$ cat src/rtl/udp_tx_scheduler.sv
// udp_tx_scheduler
// Shares one AXI-Stream TX port between forwarded echo frames and a periodic
// three-byte heartbeat frame. Ownership changes only between frames (IDLE).
//
// Optional feature macro: UDP_TX_SCHEDULER_HEARTBEAT_EN
//   defined   : heartbeat timer, HB0-HB2 frame states, hb_sent/hb_dropped counters.
//   undefined : pure echo pass-through framed by IDLE/ECHO. hb_enable and
//               hb_interval are ignored, and both counters read as zero.
//
// Reset is synchronous and active-low on rst.
// A frame cut short by reset is never closed with tlast, and the sink discards it.

module udp_tx_scheduler #(
  parameter int                    DATA_WIDTH = 8,      // only 8 is supported
  parameter logic [DATA_WIDTH-1:0] HB_BYTE0   = 8'h61,  // "a"
  parameter logic [DATA_WIDTH-1:0] HB_BYTE1   = 8'h62,  // "b"
  parameter logic [DATA_WIDTH-1:0] HB_BYTE2   = 8'h63   // "c"
) (
  input  logic                  clk,
  input  logic                  rst,

  // Echo-frame input stream
  input  logic [DATA_WIDTH-1:0] s_tdata,
  input  logic                  s_tvalid,
  output logic                  s_tready,
  input  logic                  s_tlast,
  input  logic                  s_tuser,

  // Payload TX output stream
  output logic [DATA_WIDTH-1:0] m_tdata,
  output logic                  m_tvalid,
  input  logic                  m_tready,
  output logic                  m_tlast,
  output logic                  m_tuser,

  // Heartbeat control and status
  input  logic                  hb_enable,
  input  logic [31:0]           hb_interval,
  output logic [1:0]            grant,
  output logic [15:0]           hb_sent,
  output logic [15:0]           hb_dropped
);

  typedef enum logic [2:0] {
    S_IDLE = 3'd0,
    S_ECHO = 3'd1,
    S_HB0  = 3'd2,
    S_HB1  = 3'd3,
    S_HB2  = 3'd4
  } state_t;

  state_t r_state;
  state_t w_state_nxt;

  logic   w_take_echo;  // IDLE hands the port to the echo source this cycle
  logic   w_take_hb;    // IDLE hands the port to the heartbeat this cycle
  logic   w_hb_req;     // a heartbeat frame is waiting
  logic   w_prio_hb;    // heartbeat wins the next tie

  // State register.
  always_ff @(posedge clk) begin
    // NOTE: clocked state is written with non-blocking assignments only.
    // Every flop then samples pre-edge values, and the result does not
    // depend on the order in which blocks are evaluated.
    if (!rst) begin
      r_state <= S_IDLE;
    end else begin
      r_state <= w_state_nxt;
    end
  end

  // IDLE arbitration, frame sequencing and per-state output muxing.
  always_comb begin
    // NOTE: every signal driven here gets a default before the case.
    // A path that skips an assignment would otherwise infer a latch.
    w_state_nxt = r_state;
    w_take_echo = 1'b0;
    w_take_hb   = 1'b0;
    grant       = 2'b00;
    s_tready    = 1'b0;
    m_tdata     = '0;
    m_tvalid    = 1'b0;
    m_tlast     = 1'b0;
    m_tuser     = 1'b0;

    case (r_state)
      S_IDLE: begin
        // On a tie, serve whichever source was not served last.
        if (s_tvalid && w_hb_req) begin
          w_take_hb   = w_prio_hb;
          w_take_echo = !w_prio_hb;
        end else begin
          w_take_echo = s_tvalid;
          w_take_hb   = w_hb_req;
        end
        if (w_take_echo) begin
          w_state_nxt = S_ECHO;
        end else if (w_take_hb) begin
          w_state_nxt = S_HB0;
        end
      end

      S_ECHO: begin
        // Combinational pass-through. The frame ends when its last beat is accepted.
        grant    = 2'b01;
        m_tdata  = s_tdata;
        m_tvalid = s_tvalid;
        m_tlast  = s_tlast;
        m_tuser  = s_tuser;
        s_tready = m_tready;
        if (s_tvalid && m_tready && s_tlast) begin
          w_state_nxt = S_IDLE;
        end
      end

      // Heartbeat beats are constant per state, so they stay stable under backpressure.
      S_HB0: begin
        grant    = 2'b10;
        m_tvalid = 1'b1;
        m_tdata  = HB_BYTE0;
        if (m_tready) w_state_nxt = S_HB1;
      end

      S_HB1: begin
        grant    = 2'b10;
        m_tvalid = 1'b1;
        m_tdata  = HB_BYTE1;
        if (m_tready) w_state_nxt = S_HB2;
      end

      S_HB2: begin
        grant    = 2'b10;
        m_tvalid = 1'b1;
        m_tdata  = HB_BYTE2;
        m_tlast  = 1'b1;
        if (m_tready) w_state_nxt = S_IDLE;
      end

      default: begin
        w_state_nxt = S_IDLE;
      end
    endcase
  end

`ifdef UDP_TX_SCHEDULER_HEARTBEAT_EN

  logic [31:0] r_hb_timer;
  logic        r_hb_pending;
  logic        r_prio_hb;
  logic [15:0] r_hb_sent;
  logic [15:0] r_hb_dropped;
  logic        w_hb_expire;
  logic        w_hb_done;

  // The timer runs only when enabled with a non-zero period.
  // The expiry fires on the last count of each period.
  assign w_hb_expire = hb_enable && (hb_interval != 32'd0) &&
                       (r_hb_timer >= (hb_interval - 32'd1));
  assign w_hb_done   = (r_state == S_HB2) && m_tready;

  assign w_hb_req    = r_hb_pending;
  assign w_prio_hb   = r_prio_hb;
  assign hb_sent     = r_hb_sent;
  assign hb_dropped  = r_hb_dropped;

  // Heartbeat period timer. Disabling it rewinds the count to zero.
  always_ff @(posedge clk) begin
    if (!rst) begin
      r_hb_timer <= '0;
    end else if (!hb_enable || w_hb_expire) begin
      r_hb_timer <= '0;
    end else if (hb_interval != 32'd0) begin
      r_hb_timer <= r_hb_timer + 32'd1;
    end
  end

  // Pending flag, round-robin pointer and frame counters.
  always_ff @(posedge clk) begin
    if (!rst) begin
      r_hb_pending <= 1'b0;
      r_prio_hb    <= 1'b0;
      r_hb_sent    <= '0;
      r_hb_dropped <= '0;
    end else begin
      // An expiry in the same cycle as the HB0 grant re-arms the flag.
      if (w_hb_expire) begin
        r_hb_pending <= 1'b1;
      end else if (w_take_hb) begin
        r_hb_pending <= 1'b0;
      end

      // An expiry is lost only if the earlier request is still waiting.
      // If that request is consumed in this same cycle, the expiry is kept.
      if (w_hb_expire && r_hb_pending && !w_take_hb) begin
        r_hb_dropped <= r_hb_dropped + 16'd1;
      end

      if (w_hb_done) begin
        r_hb_sent <= r_hb_sent + 16'd1;
      end

      // Whichever source is served now loses the next tie.
      if (w_take_echo) begin
        r_prio_hb <= 1'b1;
      end else if (w_take_hb) begin
        r_prio_hb <= 1'b0;
      end
    end
  end

`else

  // The heartbeat never requests, so HB0-HB2 are unreachable and get trimmed.
  logic w_unused_hb;

  assign w_hb_req    = 1'b0;
  assign w_prio_hb   = 1'b0;
  assign hb_sent     = '0;
  assign hb_dropped  = '0;
  assign w_unused_hb = ^{hb_enable, hb_interval, w_take_hb};

`endif

endmodule
$ cat config.mk
export PLATFORM = sky130hd
export DESIGN_NAME = udp_tx_scheduler
export DESIGN_NICKNAME = d
export VERILOG_FILES = /design/src/rtl/udp_tx_scheduler.sv
export SDC_FILE = /design/constraint.sdc
export NUM_CORES = 1
export LEC_CHECK = 0
export BUFFER_PORTS_ARGS = -buffer_cell sky130_fd_sc_hd__buf_4
export CAP_MARGIN = 20
export CORE_MARGIN = 2
export CORE_UTILIZATION = 23
export DETAILED_ROUTE_END_ITERATION = 6
export GPL_TIMING_DRIVEN = 0
export PLACE_DENSITY_LB_ADDON = 0.05
export SYNTH_ARGS = -nofsm -noshare
export SYNTH_HDL_FRONTEND = slang
export SYNTH_SLANG_ARGS = --single-unit
$ cat constraint.sdc
create_clock -name clk -period 1.1 [get_ports clk]
set_clock_uncertainty 0.05 [all_clocks]
set_input_delay 0.11 -clock clk [delete_from_list [all_inputs] [get_ports clk]]
set_output_delay 0.11 -clock clk [all_outputs]
set_load 0.01 [all_outputs]
==> flow_summary.json <==
{
  "status": "finished with violations",
  "failed_checks": "setup timing",
  "required_ns": 0.94,
  "reg_top3": "r_state: 3 flops",
  "avgSynthCellArea_um2": 7.49,
  "hpwl_um": 1020,
  "cp_cell_sequence": "nor2b_4 > and2b_2 > a21o_1 > buf_6",
  "cpMaxStageDelayCell": "dfxtp_4",
  "reg2reg_depth": 5,
  "numCtsBuffers": 3,
  "drc": 0,
  "leakagePower_nw": 0.617,
  "wirelength_um": 1420,
  "coreArea_mm2": 0.00215,
  "final_common_cell": "buf_4",
  "cts_buffer_depth": 2,
  "hold_path_depth": 2,
  "synth_top_area_cell": "buf_4",
  "io_pins": 93,
  "r2r_end": "r_state[0]$_SDFFE_PN0P_",
  "final_cell_mix": "52 x buf_4, 32 x conb_1, 14 x buf_6",
  "hp-class": "input port to flip-flop",
  "avgRoutedWirePerCell_um": 8.68,
  "initial_core_util": 0.237,
  "cts_tree": "built",
  "dieWidth_um": 51.1,
  "dieArea_mm2": 0.00261,
  "cp-end-kind": "output pin",
  "synth.top_cell.area_share": 0.486,
  "dp.cells": 154,
  "grt_pass1_wl_um": 1970,
  "gp_congestion": 0.620,
  "vdd_drop_max_mv": 0.382,
  "die-height_um": 51.1,
  "grt_max_degree": 7,
  "regMostFlops": "r_state",
  "synthArstFlopShare": 0,
  "hold_viol": 0,
  "row_count": 17,
  "grt-ovfl-total": 0,
  "numPortBuffers": 27,
  "vias": 569,
  "fmax_mhz": 713,
  "grtUsageTotal": 0.102,
  "startpoint_type": "flip-flop",
  "num-fill-cells": 220,
  "ant_nets": 0,
  "synth_edf_count": 0,
  "instances_no_fill": 164,
  "slew_violations": 0,
  "ys_types": 21,
  "clock_latency_ns": 0.24,
  "regToRegSetupSlack_ns": -0.09,
  "drive_gt1_frac": 0.618,
  "path_class": "flip-flop to output pin",
  "rsz0062_at_grt": "yes",
  "ys_seq_area_frac": 0.118,
  "powerDensity_mw_per_mm2": 615,
  "ys_ff_latch": 3,
  "synth_area_leaders": "buf_4 49%, dfxtp_1 12%, and2_1 8.6%",
  "path_clk_slew_ns": 0.04,
  "synth_cells": 68,
  "worstHoldStart": "rst",
  "drtPass1Iterations": 4,
  "largest_reg_flops": 3,
  "r2r-start": "r_state[0]$_SDFFE_PN0P_",
  "period_share": 1.28,
  "synth_ff_type": "dfxtp_1",
  "setup_ws_ns": -0.303,
  "arrival_ns": 1.24,
  "area_growth_pct": 105,
  "maxCapViolations": 0,
  "holdPathEnd": "r_state[2]$_SDFFE_PN0P_",
  "crit_fanout": 5,
  "drt_iter0_drc": 3,
  "fin_hold_ws_ns": 0.0492,
  "n_antenna_cell": 0,
  "ys_warn_count": 0,
  "grt_pass1_vias": 470,
  "viasPerCell": 3.47,
  "syn_area_um2": 509,
  "final_nets": 184,
  "setup_viol": 15,
  "clock-root-buffer": "clkbuf_4",
  "grt_antenna_before_repair": 0,
  "crit_path_max_incr_delay_ns": 0.34,
  "cts_sinks": 3,
  "fin_crit_ns": 1.40,
  "htreeDepth": 1
}
## critical path, delay by kind of cell (launching register included)
family / cells / cell delay [ns]
flops: 1 / 0.34
simple gates: 2 / 0.36
buf+inv: 1 / 0.12
compound gates: 1 / 0.18
## metal layers
layer | vias to the layer above | GRT usage | share of wire
li1 | 294 | - | -
met1 | 228 | 0.0951 | 0.37
met5 | - | 0 | 0
met4 | 0 | 0.0676 | 0.0098
met2 | 45 | 0.180 | 0.48
met3 | 2 | 0.0439 | 0.14
## cell type report
cell class / instances / area (um2) / area share
multi-input combinational: 63 / 370 / 0.354
timing repair buffer: 34 / 308 / 0.294
buffer: 32 / 240 / 0.230
sequential: 3 / 66.3 / 0.0634
tap: 28 / 35.0 / 0.0335
clock buffer: 4 / 26.3 / 0.0251
## through the flow
step	worst slack [ns]	setup TNS (ns)	utilization	total power [W]	cell area [um2]
global route	-0.350	-4.51	0.487	0.000691	1050
detailed placement	-0.152	-1.39	0.405	0.000397	871
floorplan	-0.0130	-0.0389	-	0.000312	633
CTS	-0.298	-3.62	0.463	0.000620	995
global placement	-0.143	-1.26	0.405	0.000396	871
finish	-0.303	-3.51	0.487	0.000643	1050
## cell usage after synthesis, drive strengths merged (2+ instances only)
| cell type | number |
|---|---|
| buf | 34 |
| and2 | 7 |
| a21o | 3 |
| dfxtp | 3 |
| nand2 | 3 |
| o21ai | 3 |
| a21oi | 2 |
| nand2b | 2 |
## how the worst max path moves through the flow
stage                                  startpoint          to  cells past startpoint
after floorplan           r_state[0]$_SDFFE_PN0P_  m_tdata[5]                      4
after global placement    r_state[0]$_SDFFE_PN0P_    m_tvalid                      5
after detailed placement  r_state[0]$_SDFFE_PN0P_  m_tdata[5]                      5
after CTS                 r_state[0]$_SDFFE_PN0P_    m_tvalid                      4
after global routing      r_state[0]$_SDFFE_PN0P_  m_tdata[5]                      4
final                     r_state[0]$_SDFFE_PN0P_  m_tdata[5]                      4
## timing repair
item                                    CTS  global route
hold buffers                              0             0
gates resized for setup                  20            11
setup buffers                             4             3
cloned                                    1             0
endpoints found under the setup margin   15            16
pin swaps                                11             5
## power breakdown
group	switching [W]	internal (W)
Clock	0.0000642	0.000136
Sequential	0.00000296	0.000112
Combinational	0.000133	0.000195
Total	0.000200	0.000443
## logic make-up (layout without fill, tap and decap cells)
logic type	Yosys count	after routing	synth area share
compound gates	11	11	0.138
xor+xnor	1	1	0.0172
simple gates	18	19	0.224
flops	3	3	0.118
buf+inv	34	70	0.496
other cells	1	32	0.00736
Power figures use the tool's default switching activity.
